==> src/rtl/dual_prime_vector_pkg.sv <==
// Shared MPEG-2 definitions for the dual-prime vector block: picture structure
// codes, FSM state type and the dmvector code decoder.
package mpeg_pkg;

  localparam logic [1:0] PICT_RSVD   = 2'd0;
  localparam logic [1:0] PICT_TOP    = 2'd1;
  localparam logic [1:0] PICT_BOTTOM = 2'd2;
  localparam logic [1:0] PICT_FRAME  = 2'd3;

  typedef enum logic [2:0] {
    S_IDLE,
    S_PARSE,
    S_CALC_X,
    S_CALC_Y,
    S_DONE
  } dp_state_t;

  typedef struct packed {
    logic signed [1:0] d0;
    logic signed [1:0] d1;
    logic [2:0]        len;
  } dmv_code_t;

  // Two back-to-back dmvector codes: '0' -> 0, '11' -> -1, '10' -> +1.
  function automatic dmv_code_t decode_dmv(input logic [3:0] b);
    dmv_code_t c;
    c.d0  = 2'sb00;
    c.d1  = 2'sb00;
    c.len = 3'd2;
    if (!b[3]) begin
      if (b[2]) begin
        c.d1  = b[1] ? 2'sb11 : 2'sb01;
        c.len = 3'd3;
      end
    end else begin
      c.d0 = b[2] ? 2'sb11 : 2'sb01;
      if (b[1]) begin
        c.d1  = b[0] ? 2'sb11 : 2'sb01;
        c.len = 3'd4;
      end else begin
        c.len = 3'd3;
      end
    end
    return c;
  endfunction

endpackage

==> src/rtl/dual_prime_vector_if.sv <==
// Request/response bundle of the dual-prime vector block.
interface dual_prime_vector_if #(parameter int W = 32);
  logic                in_valid;
  logic                in_ready;
  logic signed [W-1:0] mv_x;
  logic signed [W-1:0] mv_y;
  logic [3:0]          dmv_bits;
  logic [1:0]          picture_structure;
  logic                top_field_first;
  logic signed [W-1:0] dmv_0_0;
  logic signed [W-1:0] dmv_0_1;
  logic signed [W-1:0] dmv_1_0;
  logic signed [W-1:0] dmv_1_1;
  logic [2:0]          dmv_len;
  logic                err;
  logic                out_valid;
  logic                out_ready;

  modport master (
    output in_valid, mv_x, mv_y, dmv_bits, picture_structure, top_field_first, out_ready,
    input  in_ready, dmv_0_0, dmv_0_1, dmv_1_0, dmv_1_1, dmv_len, err, out_valid
  );

  modport slave (
    input  in_valid, mv_x, mv_y, dmv_bits, picture_structure, top_field_first, out_ready,
    output in_ready, dmv_0_0, dmv_0_1, dmv_1_0, dmv_1_1, dmv_len, err, out_valid
  );
endinterface

==> src/rtl/dual_prime_vector_dmv_scale.sv <==
// Dual-prime scaling (k*mv + (mv>0)) >>> 1 for both k=1 and k=3 of one
// component; evaluated two bits wider so 3*mv cannot overflow.
module dmv_scale #(parameter int W = 32) (
  input  logic signed [W-1:0] mv,
  output logic signed [W-1:0] s1,
  output logic signed [W-1:0] s3
);

  logic signed [W+1:0] ext;
  logic signed [W+1:0] rnd;

  // NOTE: combinational blocks use blocking '=' and assign every output on every
  // path, so no latch is inferred.
  always_comb begin
    ext = {{2{mv[W-1]}}, mv};
    rnd = {{(W+1){1'b0}}, (~mv[W-1] & (|mv))};
    s1  = W'((ext + rnd) >>> 1);
    s3  = W'(((ext <<< 1) + ext + rnd) >>> 1);
  end

endmodule

==> src/rtl/dual_prime_vector.sv <==
// MPEG-2 dual-prime derivation: decodes the two dmvector codes and forms the
// four DMV vectors, x components in one cycle and y components in the next.
module dual_prime_vector
  import mpeg_pkg::*;
#(
  parameter int W = 32
) (
  input  logic               clk,
  input  logic               rst,
  dual_prime_vector_if.slave bus
);

  dp_state_t state, state_nxt;

  logic signed [W-1:0] cap_x, cap_y;
  logic [3:0]          cap_bits;
  logic [1:0]          cap_ps;
  logic                cap_tff;
  logic signed [1:0]   d0, d1;

  logic signed [W-1:0] dmv_0_0_q, dmv_0_1_q, dmv_1_0_q, dmv_1_1_q;
  logic [2:0]          dmv_len_q;
  logic                err_q;

  logic signed [W-1:0] scale_in, s1, s3;
  logic signed [W-1:0] d_ext, off0, off1, f0, f1;
  logic signed [1:0]   d_sel;
  logic                is_frame, fld0_en, f0_k3;
  dmv_code_t           code;

  // ---------------- FSM ----------------
  always_ff @(posedge clk) begin
    if (rst) state <= S_IDLE;
    else     state <= state_nxt;
  end

  always_comb begin
    state_nxt = state;
    case (state)
      S_IDLE:   if (bus.in_valid) state_nxt = S_PARSE;
      S_PARSE:  state_nxt = S_CALC_X;
      S_CALC_X: state_nxt = S_CALC_Y;
      S_CALC_Y: state_nxt = S_DONE;
      S_DONE:   if (bus.out_ready) state_nxt = S_IDLE;
      default:  state_nxt = S_IDLE;
    endcase
  end

  assign bus.in_ready  = (state == S_IDLE);
  assign bus.out_valid = (state == S_DONE);

  // ---------------- capture and decode ----------------
  // NOTE: pure datapath registers carry no reset; the FSM guarantees they are
  // written before they are consumed.
  always_ff @(posedge clk) begin
    if (state == S_IDLE && bus.in_valid) begin
      cap_x    <= bus.mv_x;
      cap_y    <= bus.mv_y;
      cap_bits <= bus.dmv_bits;
      cap_ps   <= bus.picture_structure;
      cap_tff  <= bus.top_field_first;
    end
    if (state == S_PARSE) begin
      d0 <= code.d0;
      d1 <= code.d1;
    end
  end

  assign code = decode_dmv(cap_bits);

  // ---------------- shared scaler ----------------
  assign scale_in = (state == S_CALC_Y) ? cap_y : cap_x;

  dmv_scale #(.W(W)) u_scale (
    .mv (scale_in),
    .s1 (s1),
    .s3 (s3)
  );

  // Field 0 takes k=3 only for a bottom-field-first frame; field 1 takes the other k.
  always_comb begin
    is_frame = (cap_ps == PICT_FRAME);
    fld0_en  = (cap_ps != PICT_RSVD);
    f0_k3    = is_frame && !cap_tff;
    d_sel    = (state == S_CALC_Y) ? d1 : d0;
    d_ext    = {{(W-2){d_sel[1]}}, d_sel};
    off0     = '0;
    off1     = '0;
    if (state == S_CALC_Y) begin
      off0 = (cap_ps == PICT_BOTTOM) ? W'(1) : {W{1'b1}};
      off1 = W'(1);
    end
    f0 = (f0_k3 ? s3 : s1) + d_ext + off0;
    f1 = (f0_k3 ? s1 : s3) + d_ext + off1;
  end

  // ---------------- result registers ----------------
  always_ff @(posedge clk) begin
    if (rst) begin
      dmv_0_0_q <= '0;
      dmv_0_1_q <= '0;
      dmv_1_0_q <= '0;
      dmv_1_1_q <= '0;
      dmv_len_q <= '0;
      err_q     <= 1'b0;
    end else begin
      case (state)
        S_PARSE: begin
          dmv_len_q <= code.len;
          err_q     <= (cap_ps == PICT_RSVD);
        end
        S_CALC_X: begin
          dmv_0_0_q <= fld0_en  ? f0 : '0;
          dmv_1_0_q <= is_frame ? f1 : '0;
        end
        S_CALC_Y: begin
          dmv_0_1_q <= fld0_en  ? f0 : '0;
          dmv_1_1_q <= is_frame ? f1 : '0;
        end
        default: ;
      endcase
    end
  end

  assign bus.dmv_0_0 = dmv_0_0_q;
  assign bus.dmv_0_1 = dmv_0_1_q;
  assign bus.dmv_1_0 = dmv_1_0_q;
  assign bus.dmv_1_1 = dmv_1_1_q;
  assign bus.dmv_len = dmv_len_q;
  assign bus.err     = err_q;

endmodule

==> src/flat_wrapper.sv <==
// flat-port wrapper written by rule: the top's interface ports become plain ports
module dual_prime_vector_flat import mpeg_pkg::*;
#(
  parameter int W = 32
)
  (clk, rst, bus_in_valid, bus_mv_x, bus_mv_y, bus_dmv_bits, bus_picture_structure, bus_top_field_first, bus_out_ready, bus_in_ready, bus_dmv_0_0, bus_dmv_0_1, bus_dmv_1_0, bus_dmv_1_1, bus_dmv_len, bus_err, bus_out_valid);
  dual_prime_vector_if #(.W(W)) bus_i ();
  input  logic clk;
  input  logic rst;
  input wire logic [$bits(bus_i.in_valid)-1:0] bus_in_valid;
  input wire logic [$bits(bus_i.mv_x)-1:0] bus_mv_x;
  input wire logic [$bits(bus_i.mv_y)-1:0] bus_mv_y;
  input wire logic [$bits(bus_i.dmv_bits)-1:0] bus_dmv_bits;
  input wire logic [$bits(bus_i.picture_structure)-1:0] bus_picture_structure;
  input wire logic [$bits(bus_i.top_field_first)-1:0] bus_top_field_first;
  input wire logic [$bits(bus_i.out_ready)-1:0] bus_out_ready;
  output wire logic [$bits(bus_i.in_ready)-1:0] bus_in_ready;
  output wire logic [$bits(bus_i.dmv_0_0)-1:0] bus_dmv_0_0;
  output wire logic [$bits(bus_i.dmv_0_1)-1:0] bus_dmv_0_1;
  output wire logic [$bits(bus_i.dmv_1_0)-1:0] bus_dmv_1_0;
  output wire logic [$bits(bus_i.dmv_1_1)-1:0] bus_dmv_1_1;
  output wire logic [$bits(bus_i.dmv_len)-1:0] bus_dmv_len;
  output wire logic [$bits(bus_i.err)-1:0] bus_err;
  output wire logic [$bits(bus_i.out_valid)-1:0] bus_out_valid;
  assign bus_i.in_valid = bus_in_valid;
  assign bus_i.mv_x = bus_mv_x;
  assign bus_i.mv_y = bus_mv_y;
  assign bus_i.dmv_bits = bus_dmv_bits;
  assign bus_i.picture_structure = bus_picture_structure;
  assign bus_i.top_field_first = bus_top_field_first;
  assign bus_i.out_ready = bus_out_ready;
  assign bus_in_ready = bus_i.in_ready;
  assign bus_dmv_0_0 = bus_i.dmv_0_0;
  assign bus_dmv_0_1 = bus_i.dmv_0_1;
  assign bus_dmv_1_0 = bus_i.dmv_1_0;
  assign bus_dmv_1_1 = bus_i.dmv_1_1;
  assign bus_dmv_len = bus_i.dmv_len;
  assign bus_err = bus_i.err;
  assign bus_out_valid = bus_i.out_valid;
  dual_prime_vector #(.W(W)) u_core (.clk(clk), .rst(rst), .bus(bus_i));
endmodule
==> config.mk <==
export PLATFORM = sky130hd
export DESIGN_NAME = dual_prime_vector_flat
export DESIGN_NICKNAME = d
export VERILOG_FILES = /design/src/rtl/dual_prime_vector_pkg.sv /design/src/rtl/dual_prime_vector_if.sv /design/src/rtl/dual_prime_vector_dmv_scale.sv /design/src/rtl/dual_prime_vector.sv /design/src/flat_wrapper.sv
export SDC_FILE = /design/constraint.sdc
export NUM_CORES = 1
export LEC_CHECK = 0
export CAP_MARGIN = 15
export CORE_ASPECT_RATIO = 0.6
export CORE_MARGIN = 4
export CORE_UTILIZATION = 50
export DETAILED_ROUTE_END_ITERATION = 7
export PLACE_DENSITY_LB_ADDON = 0.05
export SLEW_MARGIN = 20
export SYNTH_ARGS = -nofsm -noshare
export SYNTH_HDL_FRONTEND = slang
export SYNTH_SLANG_ARGS = --single-unit
==> constraint.sdc <==
create_clock -name clk -period 9 [get_ports clk]
set_input_delay 1.8 -clock clk [delete_from_list [all_inputs] [get_ports clk]]
set_output_delay 1.8 -clock clk [all_outputs]
set_load 0.02 [all_outputs]
==> metrics, run 1 <==
status finished, final reports clean; grt ovf 0; post-layout min period roughly 8100 ps; Core Rows between 40 and 50; Power, Total slightly above 4 mW; Worst Path Required roughly 9500 ps; Total Die Area around 32000 um^2; vias after detailed routing 13400; first drt pass iteration count 5; Core Region around 29000 um^2; ys flop type dfxtp_1; yosys warns 0; Post-DP HPWL 37800 um; syn_nets between 1500 and 2000; Synth area leaders dfxtp_1 (18%), edfxtp_1 (15%), ha_1 (9.2%), nand2_1 (7.1%), a21oi_1 (6.5%); Post-synth ARST share 0%; vias per cell slightly below 6; Leakage 7.04 nW; antenna-violating nets left 0; post-CTS setup buffer count 0; H-tree level count 1; Netlist cell types 79; PD cells 228 nW/um^2; clock root buffer clkbuf_16; initial antenna violation count 0; most frequent cells in the layout nand2_1 (277), clkdlybuf4s50_1 (207), a21oi_1 (189); Hold Path Class register to register; CTS tree done; layout cell share with drive strength beyond 1 4.28%; vias in the first global route 12700; CTS buffer count 21; kind of end point of the critical path register; Hold Buf Count CTS 0; Area Growth Syn to Fin 20.8%; Hold Path Depth 2; cell mode on critical path a21oi_1; Worst VDD drop ~0.14 mV; gpl congestion around 0.99; Seq/Total Area, Yosys 33.9%; Post-Route Utilization between 60% and 70%; first-pass GRT wire length about 75000 um; Setup TNS 0 ps; register area approximately 5000 um^2; Worst Max-Slew Pin Slew 1100 ps; Initial DRC Count approximately 1400; Initial Utilization between 50% and 60%; Synth top area share a little under a fifth; IO Pins about 210; post-DR wirelength/cell 21.2 um; startpoint types register; Worst path top cell family by delay compound AO/OA/AOI/OAI gates; most common cell after layout, fill and taps aside nand2_1; mapped cell area around 15000 um^2; Synth Area per Inst about 8.4 um^2; Final Hold Vio Count 0; Stages on worst setup path 32; Max-Cap Viols 0; Crit path largest cell delay 670 ps; Die W about 230 um; largest net degree at the start of global routing 75; Final Cycle Share 90.1%; final worst slack between 800 and 900 ps; Setup WS pre-CTS 1140 ps; Crit Path Category register to register; drt drc 0; CTS Sinks 210; slowest cell on the critical path nor4_1; fin. max-slew vios 0; die height 140 um; CTS clk-pin slew, worst paths roughly 60 ps; n_diodes 0; Final nets 2118; Rel. slew slack 26.6%; # fillers 2557; #FFs+latches synth 210; Cells after Synth about 1700; RSZ-0062 raised after global routing false; crit path DAT around 8600 ps; worst path buffer plus inverter count 3; maximum root-to-sink buffer count 3; CP max FO 33; post_cts resized 0; detailed-route wire length between 40000 and 50000 um; cells on worst reg2reg path 32; Max Clock Skew about 15 ps; EDFF count, synth 75; final setup fails 0; Total GRT Usage between 20% and 30%; post-synth top area cell dfxtp_1; area of the multi-input gates 8940 um^2; FMAX about 0.12 GHz; clock latency on the worst-skew pair around 530 ps; Port Buf Inserts roughly 210
==> metal layers <==
metal	share of wire, %	wire, um	global-route usage [%]	up-vias
met4	1.5	733	4.32	0
met3	10	4970	8.43	49
met1	48	23100	44.7	6345
met2	41	19700	43.0	567
met5	0	0	0	-
li1	-	-	-	6390
==> cell families (layout without fill, tap and decap cells) <==
| group | count (synthesis) | count (layout) | share of synthesized area (%) |
|---|---|---|---|
| DFF | 210 | 210 | 33.9 |
| xor gates and xnor gates | 105 | 105 | 6.34 |
| and+or+nand+nor | 606 | 606 | 18.8 |
| muxes | 46 | 46 | 3.27 |
| adders and majority gates | 143 | 143 | 14.0 |
| AOI/OAI and AO/OA | 426 | 426 | 18.4 |
| buffers and inverters | 204 | 379 | 5.30 |
==> worst register-to-register path, delay by kind of cell (launching register included) <==
kind | cells | cell delay, ps
buf+inv | 3 | 650
simple gates | 8 | 2000
fa+ha+maj | 4 | 1320
mux | 1 | 510
compound gates | 14 | 2710
xor+xnor | 2 | 360
flops | 1 | 500
==> cell usage after synthesis, types with 27 or more instances <==
| library cell | n |
|---|---|
| clkbuf_1 | 67 |
| nor2_1 | 119 |
| dfxtp_1 | 135 |
| mux2i_1 | 41 |
| a21o_1 | 47 |
| ha_1 | 108 |
| nand3_1 | 73 |
| nand2_1 | 278 |
| fa_1 | 35 |
| inv_1 | 120 |
| a21oi_1 | 189 |
| xnor2_1 | 77 |
| o21ai_0 | 61 |
| xor2_1 | 27 |
| edfxtp_1 | 75 |
==> area by class of cell <==
cell class	instances	area share (%)
inverters	121	2.58
repair buffers	220	12.3
clock inverters	10	0.460
well taps	375	2.66
clock buffers	28	3.41
multi-input cells	1326	50.6
flip-flops and latches	210	28.0
==> registers in the layout, summed over array words and instances, names as in the netlist <==
register / cells
u_core.cap_tff: 1
u_core.bus.dmv_0_1: 32
u_core.cap_y: 32
u_core.bus.dmv_1_0: 32
u_core.d1: 2
u_core.bus.dmv_1_1: 32
u_core.bus.dmv_len: 3
u_core.bus.err: 1
u_core.bus.dmv_0_0: 32
u_core.state: 3
u_core.cap_x: 32
u_core.cap_ps: 2
u_core.cap_bits: 4
u_core.d0: 2
==> stage by stage <==
stage,instances,area [um^2],hold WS (ps)
after floorplan,1740,14600,471
after global placement,2252,17000,444
after detailed placement,2252,17000,447
after CTS,2290,17700,456
after global routing,2290,17700,476
final,2290,17700,454
==> report_power, final <==
group          internal [mW]  switching, mW
Clock                  0.502          0.385
Sequential              1.06         0.0414
Combinational          0.743           1.31
Total                   2.30           1.73
==> final timing paths <==
path,to,start,slack (ps)
max,u_core.bus.dmv_0_0[31],u_core.state[1],890
min,u_core.bus.dmv_1_1[6],u_core.bus.dmv_1_1[6],450
max reg2reg,u_core.bus.dmv_0_0[31],u_core.state[1],890
min reg2reg,u_core.bus.dmv_1_1[6],u_core.bus.dmv_1_1[6],450
Note: power is estimated with default switching activity, not from simulation.
==> run 2: changes to the inputs <==
--- a/config.mk
+++ b/config.mk
@@ -5,6 +5,7 @@
 export SDC_FILE = /design/constraint.sdc
 export NUM_CORES = 1
 export LEC_CHECK = 0
+export ABC_AREA = 1
 export CAP_MARGIN = 15
 export CORE_ASPECT_RATIO = 0.6
 export CORE_MARGIN = 4
==> run 2 against run 1 <==
Cell count grew 23%. Clock power is essentially flat. Sequential cell count is the same. Register-to-register slack gained 990 ps. Sequential power is essentially flat. Critical path type unchanged.
==> metrics, run 2 <==
Worst VDD drop 0.148 mV (+4.7%); final setup fails 0 (unchanged); kind of end point of the critical path register; vias in the first global route 14900 (+17%); startpoint types register; clock share of power 19.1% (-2.9 points); Max Clock Skew 22.2 ps (+7.27 ps); PD cells 246 nW/um^2 (+7.8%); clock root buffer clkbuf_16; Sw Pwr 2.21 mW (+28%); gpl congestion 1.00 (+1.4%); Seq/Total Area, Yosys 31.6% (-2.2 points); most frequent cells after synthesis nand2_1 (427), inv_1 (293), o21ai_0 (269); largest net degree at the start of global routing 123 (+64%); most common cell after layout, fill and taps aside nand2_1; Synth area leaders dfxtp_1 (17%), edfxtp_1 (14%), nand2_1 (10%), ha_1 (8.6%), o21ai_0 (8.6%); CTS buffer count 21 (unchanged); detailed-route wire length 53300 um (+9.8%); first drt pass iteration count 6 (+1); Netlist cell types 51 (-35%); post_cts resized 0 (unchanged); antenna-violating nets left 0 (unchanged); Worst Max-Slew Pin Slew 1030 ps (-68.2 ps); Core Rows 49 (+2.1%); grt ovf 0 (unchanged); Post-synth ARST share 0% (unchanged); Power, Total 4.63 mW (+15%); Final nets 2606 (+23%); Hold Buf Count CTS 0 (unchanged); Post-Route Utilization 61.9% (+0.49 points); Seq pwr share 24.3% (-2.9 points); Post-DP HPWL 42900 um (+14%); post-CTS setup buffer count 0 (unchanged); #FFs+latches synth 210 (unchanged); Max-Cap Viols 0 (unchanged); yosys warns 0 (unchanged); maximum root-to-sink buffer count 3 (unchanged); Cells after Synth 2210 (+27%); CP max FO 33 (unchanged); Initial DRC Count 1672 (+16%); CTS Sinks 210 (unchanged); initial antenna violation count 0 (unchanged); CTS tree done; combinational share of power 56.6% (+5.8 points); syn_nets 2428 (+24%); crit path DAT 7500 ps (-1070 ps); FMAX 0.140 GHz (+14%); DP Cell Count 2773 (+23%); Final Hold Vio Count 0 (unchanged); Synth Area per Inst 7.09 um^2 (-16%); register area 4950 um^2 (unchanged); Placement Cell Area 18100 um^2 (+6.8%); Final Instance Count excl. Fillers 2811 (+23%); Initial Utilization 51.5% (+0.67 points); count leader, synth nand2_1; Design Area, Final 18800 um^2 (+6.6%); status finished, final reports clean; Final Cycle Share 79.1% (-11 points); drt drc 0 (unchanged); post-synth top area cell dfxtp_1; vias after detailed routing 15800 (+19%); Setup TNS 0 ps (unchanged); layout cell share with drive strength beyond 1 5.04% (+0.75 points); vias per cell 5.64 (-3.3%); area of the multi-input gates 9370 um^2 (+4.8%); post-DR wirelength/cell 19.0 um (-11%); clock latency on the worst-skew pair 540 ps (about the same); post-layout min period 7120 ps (-986 ps); Total GRT Usage 30.0% (+0.35 points); IO Pins 209 (unchanged); mapped cell area 15700 um^2 (+7.1%); Worst Path Required 9380 ps (-80 ps); # fillers 2795 (+9.3%); Leakage 8.42 nW (+20%); Total Die Area 34300 um^2 (+6.8%); ys flop type dfxtp_1; die height 145 um (+3.3%); Synth top area share 17.3% (-1.2 points); P_int 2.42 mW (+5.3%); Crit Path Category register to register; EDFF count, synth 75 (unchanged); switching share of total power 47.7% (+4.8 points); Area Growth Syn to Fin 20.2%; fin. max-slew vios 0 (unchanged); CTS clk-pin slew, worst paths 60 ps (about the same); RSZ-0062 raised after global routing false; Die W 237 um (+3.4%); Hold Path Class register to register; Port Buf Inserts 208 (unchanged); first-pass GRT wire length 83000 um (+10%); Core Region 30400 um^2 (+5.7%); n_diodes 0 (unchanged); Rel. slew slack 30.5% (+3.8 points); H-tree level count 1 (unchanged); most frequent cells in the layout nand2_1 (427), inv_1 (292), o21ai_0 (269)
[run 2: power by group through the flow]
stage          sequential, mW  clock (mW)  combinational, mW
2_1_floorplan            1.20           0               1.65
3_3_place_gp             1.14           0               2.50
3_5_place_dp             1.14           0               2.53
4_1_cts                  1.12       0.902               2.54
5_1_grt                  1.13       0.948               2.89
6_report                 1.12       0.887               2.62
[run 2: layer usage]
metal	GRT usage, %	share of wire, %	vias up
li1	-	-	7715
met1	44.1	46	7386
met2	43.0	40	659
met3	9.50	11	83
met4	6.77	2.3	0
met5	0	0	-
[run 2: logic make-up after synthesis]
logic type	after synthesis	synth area share, %
muxes	1	0.0639
adders and majority gates	143	13.1
xor gates and xnor gates	40	2.24
and+or+nand+nor	855	24.0
AOI/OAI and AO/OA	598	20.2
DFF	210	31.6
buffers and inverters	363	8.79
[run 2: cell type report]
cell class	count	share of cell area [%]
clock buffers	30	3.41
inverters	297	5.92
repair buffers	221	11.6
multi-input cells	1637	49.8
flip-flops and latches	210	26.3
clock inverters	8	0.292
well taps	408	2.71
[run 2: worst max-delay path, stage by stage (launching register included)]
cell and delay [ps]:
dfxtp_1 460, nand2_1 130, nor2_4 640, or2_2 220, o21ai_0 360, ha_1 400, nand2_1 120, nor2_1 60
nand4_1 250, nand2_4 120, inv_2 90, ha_1 200, nand3_1 140, nor2_1 230, nand2_1 150, nor2_2 210
nand4_2 170, nor2_2 250, xor2_1 130, o21ai_0 620, ha_1 440, nand2_1 170, inv_1 50, a21oi_1 210
a21boi_0 280, nand3_1 160, o21ai_0 550, a21oi_1 140
[run 2: path summary, 6_finish.rpt]
kind | from | to | slack [ps] | depth (start not counted)
worst min register to register | u_core.bus.dmv_0_1[3] | u_core.bus.dmv_0_1[3] | 470 | 2
worst max register to register | u_core.state[1] | u_core.bus.dmv_1_0[25] | 1880 | 27
worst min-delay path | u_core.bus.dmv_0_1[3] | u_core.bus.dmv_0_1[3] | 470 | 2
worst max-delay path | u_core.state[1] | u_core.bus.dmv_1_0[25] | 1880 | 27
[run 2: metrics by stage]
| step | hold WS, ps | worst slack (ps) |
|---|---|---|
| after global routing | 509 | 1550 |
| final | 470 | 1880 |
| after CTS | 469 | 2120 |
| after global placement | 454 | 2270 |
| after detailed placement | 459 | 2160 |
| after floorplan | 496 | 3710 |
==> run 3: changes to the inputs <==
==> constraint.sdc (replaced) <==
create_clock -name clk -period 6.5 [get_ports clk]
set_input_delay 1.3 -clock clk [delete_from_list [all_inputs] [get_ports clk]]
set_output_delay 1.3 -clock clk [all_outputs]
set_load 0.02 [all_outputs]
==> run 3 against run 2 <==
Hold slack lost 2.2 ps. Die area is the same. Register-to-register slack lost 1500 ps. Design area grew 5.2%. Sequential share of layout area shrank 1.3 points. Largest power group unchanged.
==> metrics, run 3 (synthesized netlist as in run 2, its figures left out) <==
Hold Path Depth 2 (unchanged); Final nets 2731 (+4.8%); detailed-route wire length 54700 um (+2.6%); Worst Max-Slew Pin Slew 983 ps (-48.9 ps); Crit path largest cell delay 520 ps (-120 ps); PD cells 346 nW/um^2 (+41%); Worst VDD drop 0.265 mV (+78%); grt ovf 0 (unchanged); CTS buffer count 20 (-4.8%); Final Hold Vio Count 0 (unchanged); Setup TNS 0 ps (unchanged); CTS clk-pin slew, worst paths 70 ps (about the same); Core Rows 49 (unchanged); Total GRT Usage 30.6% (+0.65 points); Initial Utilization 51.5% (unchanged); CTS tree done; status finished, final reports clean; clock latency on the worst-skew pair 540 ps (about the same); drt drc 0 (unchanged); Max Clock Skew 22.6 ps (+0.393 ps); die height 145 um (unchanged); Die W 237 um (unchanged); Total Die Area 34300 um^2 (unchanged); H-tree level count 1 (unchanged); vias per cell 5.55 (-1.5%); Worst path top cell family by delay simple AND/OR/NAND/NOR gates; WHS 468 ps (-2.15 ps); post-DR wirelength/cell 18.6 um (-1.8%); worst path buffer plus inverter count 8 (+6); Crit Path Category register to register; cells on worst reg2reg path 34 (+26%); fin. max-slew vios 0 (unchanged); layout cell share with drive strength beyond 1 10.0% (+5.0 points); clock root buffer clkbuf_16; most common cell after layout, fill and taps aside nand2_1; initial antenna violation count 0 (unchanged); IO Pins 209 (unchanged); vias in the first global route 15200 (+2.0%); FMAX 0.164 GHz (+17%); Final Cycle Share 93.9% (+15 points); largest net degree at the start of global routing 92 (-25%); Worst Min Path Start u_core.bus.dmv_0_1[1]; Worst Path Required 6880 ps (-2500 ps); r2r setup slk 390 ps (-1480 ps); maximum root-to-sink buffer count 3 (unchanged); slowest cell on the critical path fa_1; RSZ-0062 raised after global routing false; most frequent cells in the layout nand2_1 (427), inv_1 (292), o21ai_0 (255); Rel. slew slack 34.4% (+4.0 points); Port Buf Inserts 208 (unchanged); first drt pass iteration count 7 (+1); vias after detailed routing 16300 (+2.8%); CTS Sinks 210 (unchanged); Hold Buf Count CTS 0 (unchanged); Power, Total 6.86 mW (+48%); worst r2r dst u_core.bus.dmv_0_0[19]; gpl congestion 1.01 (+1.4%); antenna-violating nets left 0 (unchanged); n_diodes 0 (unchanged); first-pass GRT wire length 84900 um (+2.3%); Max-Cap Viols 0 (unchanged); startpoint types register; FF-to-FF Start u_core.state[2]; Core Region 30400 um^2 (unchanged); final setup fails 0 (unchanged); post-layout min period 6110 ps (-1020 ps); Leakage 9.03 nW (+7.2%); CP max FO 28 (-15%); Area Growth Syn to Fin 26.4%; kind of end point of the critical path register; Hold Path Class register to register; Initial DRC Count 1735 (+3.8%); WHS Endpoint u_core.bus.dmv_0_1[1]; Post-DP HPWL 44300 um (+3.2%); crit path DAT 6490 ps (-1010 ps)
run 3: timing repair:
action                                  in CTS  in global routing
endpoints found under the setup margin       0                 59
resized for setup                            0                 28
setup buffers                                0                  0
run 3: worst max-delay path by stage:
stage / start / to / slack, ps / cells past startpoint
after detailed placement: u_core.state[0] / u_core.bus.dmv_0_0[19] / 140 / 33
final: u_core.state[2] / u_core.bus.dmv_0_0[19] / 390 / 34
after global placement: u_core.state[2] / u_core.bus.dmv_0_1[31] / 290 / 36
after global routing: u_core.state[1] / u_core.bus.dmv_0_1[20] / 50 / 37
after floorplan: u_core.state[2] / u_core.bus.dmv_0_0[31] / 1210 / 37
after CTS: u_core.state[1] / u_core.bus.dmv_1_1[31] / 80 / 37
run 3: report_power, final:
part	internal, mW	switching, mW
combinational	1.53	2.53
sequential	1.50	0.0647
clock	0.687	0.544
total	3.72	3.14
run 3: worst register-to-register path, delay by kind of cell (launching register included):
family,cells,cell delay [ps]
buffers and inverters,8,940
DFF,1,370
and+or+nand+nor,15,2010
adders and majority gates,4,1250
xor gates and xnor gates,1,250
AOI/OAI and AO/OA,6,1130
run 3: metrics by stage:
| step | std cells | setup WS, ps | util, % | instance area (um^2) |
|---|---|---|---|---|
| floorplan | 2210 | 1210 | - | 15700 |
| global placement | 2899 | 290 | 62.7 | 19100 |
| detailed placement | 2899 | 136 | 62.7 | 19100 |
| CTS | 2935 | 82.9 | 65.0 | 19800 |
| global route | 2935 | 55.0 | 65.1 | 19800 |
| finish | 2935 | 394 | 65.1 | 19800 |
run 3: layer usage:
layer / part of all wire [%] / GRT usage (%) / vias up
li1: - / - / 7965
met1: 47 / 46.4 / 7559
met2: 41 / 43.9 / 696
met3: 10 / 8.16 / 72
met4: 2.2 / 6.18 / 0
met5: 0 / 0 / -
run 3: area by class of cell:
type	count	area (um^2)
Clock buffer	27	589
Clock inverter	9	92.6
Fill cell	2688	10600
Inverter	297	1110
Multi-Input combinational cell	1637	9400
Sequential cell	210	4960
Tap cell	408	510
Timing Repair Buffer	347	3140
